`src/rtl/mw_writeback.sv`:
```
// MEM/WB pipeline register and GRF writeback: load extension, result mux, forwarding, retire count.
// Optional GRF_TRACE_EN prints one line per GRF write.
module mw_writeback #(
    parameter logic [31:0] RESET_PC = 32'h0000_3000
) (
    input  logic        clk,
    input  logic        clr,
    input  logic        m_valid,
    input  logic [31:0] m_pc,
    input  logic        m_regwrite,
    input  logic [4:0]  m_a3,
    input  logic [1:0]  m_wdsel,
    input  logic [31:0] m_alu,
    input  logic [31:0] m_dm,
    input  logic [2:0]  m_ldtype,
    input  logic        w_hold,
    input  logic        w_flush,
    output logic        grf_we,
    output logic [4:0]  grf_a3,
    output logic [31:0] grf_wd,
    output logic [4:0]  w_fwd_a3,
    output logic [31:0] w_fwd_wd,
    output logic [31:0] w_pc,
    output logic [31:0] retired
);

    logic        w_valid;
    logic        w_regwrite;
    logic [4:0]  w_a3;
    logic [1:0]  w_wdsel;
    logic [31:0] w_alu;
    logic [31:0] w_dm;
    logic [2:0]  w_ldtype;

    always_ff @(posedge clk or posedge clr) begin
        if (clr) begin
            w_valid    <= 1'b0;
            w_pc       <= RESET_PC;
            w_regwrite <= 1'b0;
            w_a3       <= 5'd0;
            w_wdsel    <= 2'd0;
            w_alu      <= 32'd0;
            w_dm       <= 32'd0;
            w_ldtype   <= 3'd0;
        end else if (w_flush) begin
            w_valid    <= 1'b0;
            w_regwrite <= 1'b0;
        end else if (!w_hold) begin
            w_valid    <= m_valid;
            w_pc       <= m_pc;
            w_regwrite <= m_regwrite;
            w_a3       <= m_a3;
            w_wdsel    <= m_wdsel;
            w_alu      <= m_alu;
            w_dm       <= m_dm;
            w_ldtype   <= m_ldtype;
        end
    end

    // An instruction retires when it leaves W without being discarded.
    always_ff @(posedge clk or posedge clr) begin
        if (clr) begin
            retired <= 32'd0;
        end else if (w_valid && !w_hold && !w_flush) begin
            retired <= retired + 32'd1;
        end
    end

    logic [7:0]  ld_byte;
    logic [15:0] ld_half;
    logic [31:0] ld_val;
    logic [31:0] result;
    logic        wr;

    always_comb begin
        ld_byte = w_dm[7:0];
        unique case (w_alu[1:0])
            2'd0: ld_byte = w_dm[7:0];
            2'd1: ld_byte = w_dm[15:8];
            2'd2: ld_byte = w_dm[23:16];
            2'd3: ld_byte = w_dm[31:24];
        endcase
    end

    assign ld_half = w_alu[1] ? w_dm[31:16] : w_dm[15:0];

    always_comb begin
        ld_val = w_dm;
        case (w_ldtype)
            3'd1:    ld_val = {24'd0, ld_byte};
            3'd2:    ld_val = {{24{ld_byte[7]}}, ld_byte};
            3'd3:    ld_val = {16'd0, ld_half};
            3'd4:    ld_val = {{16{ld_half[15]}}, ld_half};
            default: ld_val = w_dm;
        endcase
    end

    always_comb begin
        result = w_alu;
        case (w_wdsel)
            2'd1:    result = ld_val;
            2'd2:    result = w_pc + 32'd8;
            default: result = w_alu;
        endcase
    end

    assign wr       = w_valid & w_regwrite & (w_a3 != 5'd0);
    assign grf_we   = wr;
    assign grf_a3   = wr ? w_a3 : 5'd0;
    assign grf_wd   = wr ? result : 32'd0;
    assign w_fwd_a3 = grf_a3;
    assign w_fwd_wd = grf_wd;

`ifdef GRF_TRACE_EN
    always @(posedge clk) begin
        if (!clr && grf_we) begin
            $display("@%h: $%d <= %h", w_pc, grf_a3, grf_wd);
        end
    end
`else
`endif

endmodule

```
`config.mk`:
```
export PLATFORM = sky130hd
export DESIGN_NAME = mw_writeback
export DESIGN_NICKNAME = d
export VERILOG_FILES = /design/src/rtl/mw_writeback.sv
export SDC_FILE = /design/constraint.sdc
export NUM_CORES = 1
export LEC_CHECK = 0
export CORE_AREA = 5 5 127 129
export CTS_BUF_LIST = sky130_fd_sc_hd__clkbuf_8
export CTS_CLUSTER_DIAMETER = 50
export DETAILED_ROUTE_END_ITERATION = 6
export DIE_AREA = 0 0 132 134
export HOLD_SLACK_MARGIN = 0.05
export PLACE_DENSITY = 0.94
export SYNTH_ARGS = -nofsm -noshare
export SYNTH_HDL_FRONTEND = slang
export SYNTH_SLANG_ARGS = --single-unit
```
`constraint.sdc`:
```
create_clock -name clk -period 9.8 [get_ports clk]
set_input_delay 2.94 -clock clk [delete_from_list [all_inputs] [get_ports clk]]
set_output_delay 2.94 -clock clk [all_outputs]
set_load 0.02 [all_outputs]
```
==> Yosys cells after proc, flatten, opt, wreduce, memory -nomap -nowiden <==
Index checks and enable logic that the tools add are counted.
{ "totals": {"elab_cells": 42, "latch_bits": 0, "ff_bits": 140, "out_inout_bits": 139, "mem_bits_ro": 0, "n_memories": 0, "ram_bits": 0} }
{ "classes": {"magnitude_cmp": 0, "n_shift": 0, "n_reduce_logical": 7, "multipliers": 0, "n_bitwise": 4, "mux": 10, "div_mod_pow": 0, "addsub": 2, "eq_ne": 10} }
{ "ops": {"columns": ["op", "count"], "rows": [
  ["32-bit case mux with 4 select lines", 1],
  ["32-bit case mux with 2 select lines", 1],
  ["32-bit by 1-bit adder with 32-bit output, second input constant", 1],
  ["32-bit by 4-bit adder with 32-bit output, second input constant", 1],
  ["32-bit two-way mux", 1],
  ["8-bit case mux with 4 select lines", 1],
  ["16-bit two-way mux", 1],
  ["2-bit equality test, second input constant", 3],
  ["3-bit by 2-bit equality test with 1-bit output, second input constant", 2],
  ["5-bit two-way mux", 1],
  ["5-bit nonzero test", 1],
  ["2-bit by 1-bit equality test with 1-bit output, second input constant", 2],
  ["1-bit two-way mux", 4],
  ["3-bit by 1-bit equality test with 1-bit output, second input constant", 1],
  ["3-bit equality test, second input constant", 1],
  ["1-bit AND", 2],
  ["1-bit logical AND", 2],
  ["1-bit logical NOT", 2],
  ["2-bit logical NOT", 1],
  ["2-bit by 1-bit != test with 1-bit output, second input constant", 1],
  ["1-bit NOT", 2],
  ["2-bit AND reduction", 1]
]} }

==> Longest topological paths before layout <==
Gate-level depths: netlist (run 1).
{ "depth": {"ltp_word": 5, "ltp_mapped": 9, "depth_no_buf": 7} }

==> Worst setup path before layout (run 1) <==
No wires, ideal clock.
{ "synth_path": {"path_type": "reg2out", "start": "register w_pc[3]", "end": "output port w_fwd_wd[21]", "required_time_ps": 6860, "stages_incl_launch_ff": 9, "arrival_ps": 2327, "path_buffers": 2, "setup_slack_ps": 4533, "cell_sequence": "dfrtp_1 > ha_1 > nand3_1 > or3_1 > clkbuf_1 > nor4_1 > o21ai_1 > a31oi_1 > buf_4"} }
{ "synth_via": {"elab_chain_len": 3} }
{ "synth_lines": {"columns": ["item", "line_no", "text"], "rows": [
  ["start, declared", "23", "output logic [31:0] w_pc,"],
  ["start signal, assigned", "50", "w_pc <= m_pc;"],
  ["32-bit by 4-bit adder with 32-bit output", "102", "2'd2: result = w_pc + 32'd8;"],
  ["32-bit case mux with 2 select lines", "100", "case (w_wdsel)"],
  ["32-bit two-way mux", "110", "assign grf_wd = wr ? result : 32'd0;"],
  ["end, declared", "22", "output logic [31:0] w_fwd_wd,"]
]} }
No other way between the ends.

==> Final worst setup path (run 1) <==
{ "layout_path": {"start": "register w_wdsel[0]", "end": "output port w_fwd_wd[20]"} }
{ "layout_via": {"elab_chain_len": 3} }
{ "layout_lines": {"columns": ["item", "line_no", "text"], "rows": [
  ["start, declared", "30", "logic [1:0] w_wdsel;"],
  ["start signal, assigned", "53", "w_wdsel <= m_wdsel;"],
  ["2-bit equality test or 2-bit by 1-bit equality test with 1-bit output (tied branches)", "100", null],
  ["32-bit case mux with 2 select lines (*)", "100", null],
  ["32-bit two-way mux (*)", "110", null]
]} }
Every way passes the cells marked *; elsewhere a longest branch is shown, timed or not.

==> results.tsv, run 1 <==
stage	metric	value	unit
drt	firstDrtPassIters	6	
setup_path	crit_type	reg -> out	
floorplanning	die_h	134	µm
cells_and_area	multi_input_area	3570	µm²
sta	setup_viol	0	
worst_hold_path	hp-class	reg -> reg	
clocking	clock_latency	0.46	ns
power_and_ir_drop	power_density	155	nW/µm²
place	hpwl	17900	µm
synth	avgSynthCellArea	10.4	µm²
power_and_ir_drop	p_leak	0.00408	µW
clocking	cts_buffers	17	
setup_path	startpoint_type	flop	
floorplanning	start_util	50.9	%
status	status	completed	
cells_and_area	fillers	1093	
sta	fmax	0.138	GHz
job	cap_violations	0	
drt	totalWireLength	23900	µm
place	dpl_cell_area	9960	µm²
synth	synth_edf_count	0	
cells_and_area	final_area	10300	µm²
clocking	post_cts_buffers	0	
floorplanning	io_pins	251	
place	io_buffers	250	
sta	fin_skew	0.00678	ns
floorplanning	coreArea	14900	µm²
cells_and_area	area_growth	36.2	%
drt	vias	6660	
floorplanning	chipWidth	132	µm
synth	yosysTopAreaCell	dfrtp_1	
clocking	cts_sinks	140	
cells_and_area	regArea	3510	µm²
drt	antenna_left	0	
sta	rsz0062_at_grt	no	
global_route	grt_first_pass_wirelength	37100	µm
setup_path	worst-path-buf-inv	4	
cells_and_area	drive_gt1_share	15.4	%
sta	slew_headroom	34.1	%
clocking	cts_tree	yes	
global_route	grt_max_degree	75	
synth	syn_area	7590	µm²
setup_path	slowest_stage	nor3_1	
synth	syn_inst	731	
setup_path	crit_required	6.86	ns
clocking	cts-root-buf	clkbuf_8	
global_route	gr-total-overflow	0	
synth	post-synth-top-count-cell	dfrtp_1	
clocking	hold_buffers	0	
synth	synth_nets	847	
global_route	grt_usage	26.6	%
floorplanning	rows	45	
setup_path	path_common_cell	inv_1	
setup_path	critPathMaxStageDelay	0.84	ns
synth	yosysSeqAreaShare	46.2	%
setup_path	r2r_slack	7.75	ns
cells_and_area	num-nets-final	1047	
setup_path	worst-path-max-fanout	25	
sta	hold_violations	0	
setup_path	crit_family	buffers and inverters	
synth	ys_types	57	
synth	yosys-top-cells-count	138 x dfrtp_1, 89 x mux2_2, 58 x nand2_1, 53 x o21ai_0, 40 x xnor2_1	
clocking	clkTransAtPathRegs	0.10	ns
global_route	antenna_found_initial	1	
power_and_ir_drop	vdd_drop_max	0.0000998	V
synth	ys_ff_latch	140	
setup_path	end_kind	primary output	
drt	wire_per_inst	21.1	µm
drt	drc	0	
clocking	cts_buffer_depth	2	
sta	maxSlewViolCount	0	
setup_path	crit_arrival	4.29	ns
clocking	h-tree-depth	4	
setup_path	crit_chain	inv_1, ha_1, buf_4, inv_1, nand2_1, nor3_1, o21ai_0, a31oi_1, clkdlybuf4s50_1	
place	gp_congestion	0.969	
synth	async_flop_share	100	%
drt	drt_iter0_drc	612	
sta	fin_crit	7.23	ns
cells_and_area	num_antenna_cells	0	
sta	worst_pin_slew	0.982	ns
floorplanning	die_area	17700	µm²
synth	yosysWarnings	0	
global_route	first_global_vias	6741	
synth	synth_top_area_share	45.5	%
drt	viasPerCell	5.88	
sta	fin_crit_sh	73.8	%
sta	final.setup.tns	0	ns
synth	synth_flop_cell	dfrtp_1	
synth	yosys-top-cells-area	dfrtp_1 45%, mux2_2 13%, xnor2_1 4.6%	
clocking	cts_resized	0	
## per-layer routing
layer	GRT usage, %	vias up	wire [µm]
met4	8.34	2	639
li1	-	2988	-
met5	0	-	13
met3	7.88	56	2140
met2	44.2	367	11800
met1	33.4	3247	9320
## placed cells by master (no fill, tap or decap), types with 6 or more instances in the layout
cell / netlist / layout
clkdlybuf4s50_1: 0 / 250
dfrtp_1: 138 / 138
mux2_2: 89 / 89
nand2_1: 58 / 58
o21ai_0: 53 / 53
xnor2_1: 40 / 40
nor2_1: 31 / 30
nand3_1: 26 / 26
inv_1: 24 / 23
a21oi_1: 19 / 19
clkbuf_8: 0 / 17
o221ai_1: 16 / 16
xor2_1: 14 / 14
and3_1: 13 / 13
nand4_1: 12 / 12
nor3_1: 11 / 11
nor4_1: 10 / 10
mux2i_1: 10 / 10
a31oi_1: 9 / 9
a221oi_1: 8 / 8
inv_6: 0 / 7
buf_4: 38 / 6
## metrics by stage
stage,total power (µW),util (%),hold WS (ns),setup slack [ns],std cells
6_report,1610,69.3,0.494,2.57,1132
5_1_grt,1670,69.3,0.510,2.40,1132
4_1_cts,1610,69.3,0.494,2.66,1132
3_5_place_dp,1150,66.7,0.478,3.17,1100
3_3_place_gp,1130,66.7,0.460,3.28,1100
2_1_floorplan,956,-,0.475,3.11,731
## area by class of cell
class                           count  area share (%)
Clock buffer                       17            2.26
Multi-Input combinational cell    491            34.5
Tap cell                          188            2.27
Clock inverter                     15            1.46
Inverter                           25           0.956
Sequential cell                   140            33.9
Timing Repair Buffer              256            24.6
## report_power, final
group	total, µW	leakage, µW	internal (µW)	switching, µW
registers	739	0.00172	647	91.5
logic	403	0.00216	197	206
clock network	465	0.000198	210	255
## path summary, 6_finish.rpt
kind                             start      endpoint  cells past startpoint
setup / recovery            w_wdsel[0]  w_fwd_wd[20]                      9
hold / removal             retired[29]   retired[29]                      1
setup reg to reg               w_valid   retired[31]                      5
hold reg to reg            retired[29]   retired[29]                      1
max in group asynchronous          clr     w_alu[22]                      3
min in group asynchronous          clr      w_pc[18]                      2
## sequential cells by signal (all words and copies together) (netlist names)
name and cells:
w_wdsel 2, retired 32, w_pc 32, w_regwrite 1, w_dm 32, w_a3 5, w_ldtype 3, w_valid 1
w_alu 32
## kinds of logic (layout without fill, tap and decap cells)
logic type	Yosys count	count (layout)	share of synthesized area, %
multiplexers	100	100	14.8
buffers and inverters	100	313	6.91
AO/OA/AOI/OAI	138	138	11.6
XOR/XNOR	54	54	6.23
adder cells (fa/ha/maj)	4	4	0.659
AND/OR/NAND/NOR	195	195	13.6
flip-flops	140	140	46.2
Note: power is estimated with default switching activity, not from simulation.
==> run 2, diff against run 1 <==
==> config.mk (replaced) <==
export PLATFORM = sky130hd
export DESIGN_NAME = mw_writeback
export DESIGN_NICKNAME = d
export VERILOG_FILES = /design/src/rtl/mw_writeback.sv
export SDC_FILE = /design/constraint.sdc
export NUM_CORES = 1
export LEC_CHECK = 0
export CORE_AREA = 5 5 139 141
export CTS_BUF_LIST = sky130_fd_sc_hd__clkbuf_8
export CTS_CLUSTER_DIAMETER = 50
export DETAILED_ROUTE_END_ITERATION = 6
export DIE_AREA = 0 0 144 146
export HOLD_SLACK_MARGIN = 0.05
export PLACE_DENSITY = 0.84
export SYNTH_ARGS = -nofsm -noshare
export SYNTH_HDL_FRONTEND = slang
export SYNTH_SLANG_ARGS = --single-unit
==> constraint.sdc (replaced) <==
create_clock -name clk -period 6.65 [get_ports clk]
set_input_delay 1.995 -clock clk [delete_from_list [all_inputs] [get_ports clk]]
set_output_delay 1.995 -clock clk [all_outputs]
set_load 0.02 [all_outputs]
==> run 2 against run 1 <==
  * Clock-buffer cell count is the same
  * Register-to-register slack got worse by 3.2 ns
  * Total power grew 53%
  * Largest power group unchanged
  * Cell count rose by 3.5%
  * Die area grew 19%
  * Worst hold slack worse by 0.0026 ns
  * Sequential power grew 47%
  * Clock skew is 0.0018 ns lower
  * Non-clock buffer count shrank 1
  * Critical path depth down 1
  * Core utilization down 11 points
  * Cell area grew 1.0%
==> results.tsv, run 2 (synthesis results as in run 1) <==
stage	metric	value	unit	change
setup_path	crit_chain	inv_1, ha_1, inv_1, nand2_1, nor3_1, o21ai_0, a31oi_1, clkdlybuf4s50_1		
drt	drc	0		unchanged
floorplanning	die_h	146	µm	+9.0%
cells_and_area	num_antenna_cells	0		unchanged
power_and_ir_drop	switchingPower	831	µW	+50%
setup_path	critPathMaxStageDelay	0.74	ns	-0.10 ns
worst_hold_path	hold_end	retired[31]		
setup_path	r2r_slack	4.57	ns	-3.18 ns
setup_path	worst-path-buf-inv	3		-1
floorplanning	start_util	42.5	%	-8.3 points
setup_path	crit_arrival	3.85	ns	-0.44 ns
power_and_ir_drop	netSwitchingFraction	33.8	%	-0.66 points
clocking	h-tree-depth	4		unchanged
sta	holdWs	0.491	ns	-0.00259 ns
clocking	cts-root-buf	clkbuf_8		
global_route	grt_first_pass_wirelength	38000	µm	+2.3%
drt	drt_iter0_drc	466		-24%
sta	fin_skew	0.00502	ns	-0.00176 ns
floorplanning	coreArea	17800	µm²	+20%
sta	hold_violations	0		unchanged
place	io_buffers	250		unchanged
setup_path	rr_startpoint	w_valid		
global_route	grt_usage	23.3	%	-3.3 points
sta	fmax	0.171	GHz	
cells_and_area	mostFrequentLayoutCell	clkdlybuf4s50_1		
place	gp_congestion	0.968		about the same
cells_and_area	fin_cells	1172		+3.5%
setup_path	worst-path-max-fanout	24		-4.0%
drt	viasPerCell	5.59		-5.1%
drt	wire_per_inst	21.1	µm	-0.28%
setup_path	startpoint_type	flop		
place	dpl_cell_area	10000	µm²	+0.57%
place	hpwl	18600	µm	+3.5%
cells_and_area	num-nets-final	1046		-0.096%
cells_and_area	final_cell_mix	250 x clkdlybuf4s50_1, 138 x dfrtp_1, 89 x mux2_2		
drt	totalWireLength	24700	µm	+3.2%
clocking	post_cts_buffers	0		unchanged
global_route	gr-total-overflow	0		unchanged
setup_path	crit_required	4.66	ns	-2.20 ns
sta	setup_viol	0		unchanged
power_and_ir_drop	p_int	1630	µW	+55%
clocking	clock_latency	0.46	ns	about the same
setup_path	slowest_stage	nor3_1		
power_and_ir_drop	p_comb_share	24.3	%	-0.8 points
power_and_ir_drop	seqPwrFrac	44.4	%	-1.6 points
global_route	grt_max_degree	127		+69%
status	status	completed		
clocking	clkTransAtPathRegs	0.09	ns	about the same
sta	fin_crit_sh	87.8	%	
setup_path	end_kind	primary output		
power_and_ir_drop	vdd_drop_max	0.000217	V	+120%
floorplanning	rows	49		+8.9%
sta	final.setup.tns	0	ns	unchanged
setup_path	crit_type	reg -> out		
drt	antenna_left	0		unchanged
clocking	hold_buffers	0		unchanged
cells_and_area	final_area	10400	µm²	+1.0%
clocking	cts_tree	yes		
floorplanning	die_area	21000	µm²	+19%
setup_path	r2r_cells	5		unchanged
clocking	cts_resized	0		unchanged
power_and_ir_drop	clockPowerShare	31.3	%	+2.3 points
drt	firstDrtPassIters	6		unchanged
sta	fin_crit	5.84	ns	
sta	slew_headroom	29.9	%	-4.1 points
sta	worst_pin_slew	1.04	ns	+0.0623 ns
sta	maxSlewViolCount	0		unchanged
setup_path	path_common_cell	inv_1		
cells_and_area	drive_gt1_share	15.3	%	-0.090 points
place	dp.cells	1140		+3.6%
power_and_ir_drop	power_density	236	nW/µm²	+52%
global_route	first_global_vias	6694		-0.70%
cells_and_area	area_growth	37.6	%	
floorplanning	io_pins	251		unchanged
sta	rsz0062_at_grt	no		
global_route	antenna_found_initial	0		-1
setup_path	timing.rr.end	retired[31]		
drt	vias	6547		-1.7%
floorplanning	chipWidth	144	µm	+9.1%
job	cap_violations	0		unchanged
setup_path	crit_family	buffers and inverters		
clocking	cts_buffers	17		unchanged
power_and_ir_drop	total_power	2460	µW	+53%
power_and_ir_drop	p_leak	0.00410	µW	+0.36%
worst_hold_path	hold_start	retired[31]		
worst_hold_path	hp-class	reg -> reg		
worst_hold_path	holdPathStages	1		unchanged
clocking	cts_sinks	140		unchanged
clocking	cts_buffer_depth	2		unchanged
-- run 2: changes by cell type in the layout (fill, tap and decap cells not counted) --
cell	before	now
bufinv_16	1	3
inv_6	7	6
buf_12	0	1
clkinv_2	2	0
buf_4	6	4
clkinvlp_4	1	2
-- run 2: per-stage QoR --
stage | util [%] | worst slack, ns
2_1_floorplan | - | 0.905
3_3_place_gp | 56.1 | 1.31
3_5_place_dp | 56.1 | 1.29
4_1_cts | 58.6 | 0.790
5_1_grt | 58.6 | 0.629
6_report | 58.6 | 0.809
-- run 2: power by group through the flow --
stage / Combinational, µW / Sequential (µW) / Clock, µW
after floorplan: 322 / 1090 / 0
after global placement: 582 / 1100 / 0
after detailed placement: 589 / 1100 / 0
after CTS: 596 / 1090 / 781
after global routing: 643 / 1100 / 819
final: 597 / 1090 / 770
-- run 2: final cells by class --
class,count,area [µm²]
fill,1522,7390
multi-input combinational,491,3570
sequential,140,3510
timing repair buffer,255,2550
tap,229,287
clock buffer,17,234
clock inverter,15,200
inverter,25,98.8
-- run 2: how the worst max path moves through the flow --
| stage | from | end | slack [ns] | depth (start not counted) |
|---|---|---|---|---|
| after CTS | w_wdsel[0] | grf_wd[20] | 0.79 | 8 |
| final | w_wdsel[0] | w_fwd_wd[22] | 0.81 | 8 |
| after detailed placement | w_wdsel[0] | grf_wd[20] | 1.29 | 8 |
| after floorplan | clr | retired[0] | 0.91 | 1 |
| after global placement | w_wdsel[0] | w_fwd_wd[22] | 1.31 | 8 |
| after global routing | w_wdsel[0] | w_fwd_wd[16] | 0.63 | 8 |
-- run 2: layer usage --
| metal | share of wire, % | GRT usage [%] | vias up | wire [µm] |
|---|---|---|---|---|
| met1 | 42 | 31.1 | 3199 | 10400 |
| met3 | 7.3 | 5.39 | 53 | 1800 |
| met2 | 48 | 37.0 | 293 | 11800 |
| met5 | 0 | 0 | - | 0 |
| met4 | 2.9 | 8.38 | 0 | 707 |
| li1 | - | - | 3002 | - |
-- run 2: worst reg2reg max path, stage by stage (launching register included) --
cell     delay, ns
dfrtp_1       0.50
or3b_1        0.52
nor4_4        0.35
and2_1        0.33
nand3_1       0.14
xnor2_1       0.14
==> run 3, diff against run 2 <==
--- a/config.mk
+++ b/config.mk
@@ -11,7 +11,7 @@
 export DETAILED_ROUTE_END_ITERATION = 6
 export DIE_AREA = 0 0 144 146
 export HOLD_SLACK_MARGIN = 0.05
-export PLACE_DENSITY = 0.84
+export PLACE_DENSITY = 0.78
 export SYNTH_ARGS = -nofsm -noshare
 export SYNTH_HDL_FRONTEND = slang
 export SYNTH_SLANG_ARGS = --single-unit
==> run 3 against run 2 <==
  * Worst hold slack better by 0.0093 ns
  * Sequential power hardly changed
  * Clock power is 2% higher
  * Setup slack better by 0.013 ns
  * Via count is 0.78% lower
  * Highest routed layer unchanged
  * Global-route usage is 0.47 points lower
  * Maximum frequency is 0.23% higher
  * Core utilization is 0.11 points higher
  * Largest cell class unchanged
  * Cell area is 0.19% higher
  * Critical endpoint is now w_fwd_wd[17]
==> results.tsv, run 3 (synthesis results as in run 1) <==
stage	metric	value	unit	change
floorplanning	start_util	42.5	%	unchanged
clocking	post_cts_buffers	0		unchanged
floorplanning	rows	49		unchanged
floorplanning	coreArea	17800	µm²	unchanged
sta	setup_viol	0		unchanged
floorplanning	chipWidth	144	µm	unchanged
sta	worst_pin_slew	0.962	ns	-0.0818 ns
setup_path	startpoint_type	flop		
setup_path	crit_type	reg -> out		
clocking	h-tree-depth	4		unchanged
cells_and_area	fin_cells	1173		+0.085%
power_and_ir_drop	power_density	236	nW/µm²	+0.16%
sta	fin_skew	0.0117	ns	+0.00666 ns
place	dpl_cell_area	10000	µm²	about the same
clocking	cts_resized	0		unchanged
clocking	clkTransAtPathRegs	0.09	ns	about the same
status	status	completed		
global_route	gr-total-overflow	0		unchanged
cells_and_area	num_antenna_cells	0		unchanged
power_and_ir_drop	total_power	2470	µW	+0.35%
sta	maxSlewViolCount	0		unchanged
sta	hold_violations	0		unchanged
place	hpwl	18100	µm	-2.3%
clocking	cts_tree	yes		
place	io_buffers	250		unchanged
cells_and_area	drive_gt1_share	15.1	%	-0.12 points
power_and_ir_drop	p_leak	0.00412	µW	+0.63%
clocking	cts_buffer_depth	2		unchanged
global_route	grt_max_degree	103		-19%
setup_path	crit_required	4.66	ns	about the same
sta	fin_crit_sh	87.6	%	-0.20 points
sta	fmax	0.172	GHz	+0.23%
drt	vias	6496		-0.78%
global_route	antenna_found_initial	0		unchanged
drt	drt_iter0_drc	459		-1.5%
drt	totalWireLength	24100	µm	-2.4%
floorplanning	io_pins	251		unchanged
clocking	cts_sinks	140		unchanged
floorplanning	die_area	21000	µm²	unchanged
cells_and_area	final_area	10500	µm²	+0.19%
cells_and_area	final_cell_mix	250 x clkdlybuf4s50_1, 138 x dfrtp_1, 89 x mux2_2		
job	cap_violations	0		unchanged
clocking	cts_buffers	17		unchanged
setup_path	crit_arrival	3.83	ns	-0.02 ns
drt	antenna_left	0		unchanged
clocking	cts-root-buf	clkbuf_8		
cells_and_area	fin_util	58.7	%	+0.11 points
cells_and_area	num-nets-final	1047		+0.096%
global_route	first_global_vias	6446		-3.7%
setup_path	end_kind	primary output		
sta	final.setup.tns	0	ns	unchanged
drt	viasPerCell	5.54		-0.86%
sta	rsz0062_at_grt	no		
floorplanning	die_h	146	µm	unchanged
drt	wire_per_inst	20.5	µm	-2.5%
cells_and_area	area_growth	37.9	%	
clocking	hold_buffers	0		unchanged
sta	fin_crit	5.83	ns	-0.0132 ns
cells_and_area	mostFrequentLayoutCell	clkdlybuf4s50_1		
sta	slew_headroom	35.9	%	+6.0 points
global_route	grt_first_pass_wirelength	37100	µm	-2.3%
drt	drc	0		unchanged
clocking	clock_latency	0.45	ns	about the same
worst_hold_path	hp-class	reg -> reg		
global_route	grt_usage	22.8	%	-0.47 points
place	gp_congestion	0.905		-6.6%
drt	firstDrtPassIters	5		-1
place	dp.cells	1141		+0.088%
setup_path	worst-path-max-fanout	24		unchanged
power_and_ir_drop	vdd_drop_max	0.000150	V	-31%
## run 3: critical path: stages, from the launching register on
cell and delay (ns):
dfrtp_1 0.36, inv_1 0.06, ha_1 0.30, inv_1 0.52
nand2_1 0.21, nor3_1 0.65, o21ai_0 0.23, a31oi_1 0.37
clkdlybuf4s50_1 0.68
## run 3: power by group
part	total [µW]	internal, µW	switching (µW)
Sequential	1090	954	136
Clock	787	433	354
Combinational	592	291	301
Total	2470	1680	792
## run 3: through the flow
stage          hold WS, ns  setup slack, ns
6_report             0.501            0.822
5_1_grt              0.515            0.584
4_1_cts              0.500            0.832
3_5_place_dp         0.487             1.37
3_3_place_gp         0.462             1.40
2_1_floorplan        0.475            0.905
## run 3: routing by layer
metal	part of all wire, %	up-vias	global-route usage (%)
met5	0	-	0
met2	47	278	35.9
met3	7.1	41	5.72
li1	-	2998	-
met1	43	3179	30.9
met4	2.1	0	7.34
## run 3: path summary, 6_finish.rpt
kind                        startpoint            to  slack, ns  depth (start not counted)
max in group asynchronous          clr      w_pc[13]       3.39                          3
min reg2reg                retired[30]   retired[30]       0.50                          1
min                        retired[30]   retired[30]       0.50                          1
min in group asynchronous          clr      w_pc[29]       2.12                          2
max                         w_wdsel[0]  w_fwd_wd[17]       0.82                          8
max reg2reg                    w_valid   retired[31]       4.61                          5
## run 3: final cells by class
type	instances	area, µm²
Fill cell	1536	7370
Multi-Input combinational cell	491	3570
Sequential cell	140	3510
Timing Repair Buffer	256	2560
Tap cell	229	287
Clock buffer	19	262
Clock inverter	13	185
Inverter	25	98.8
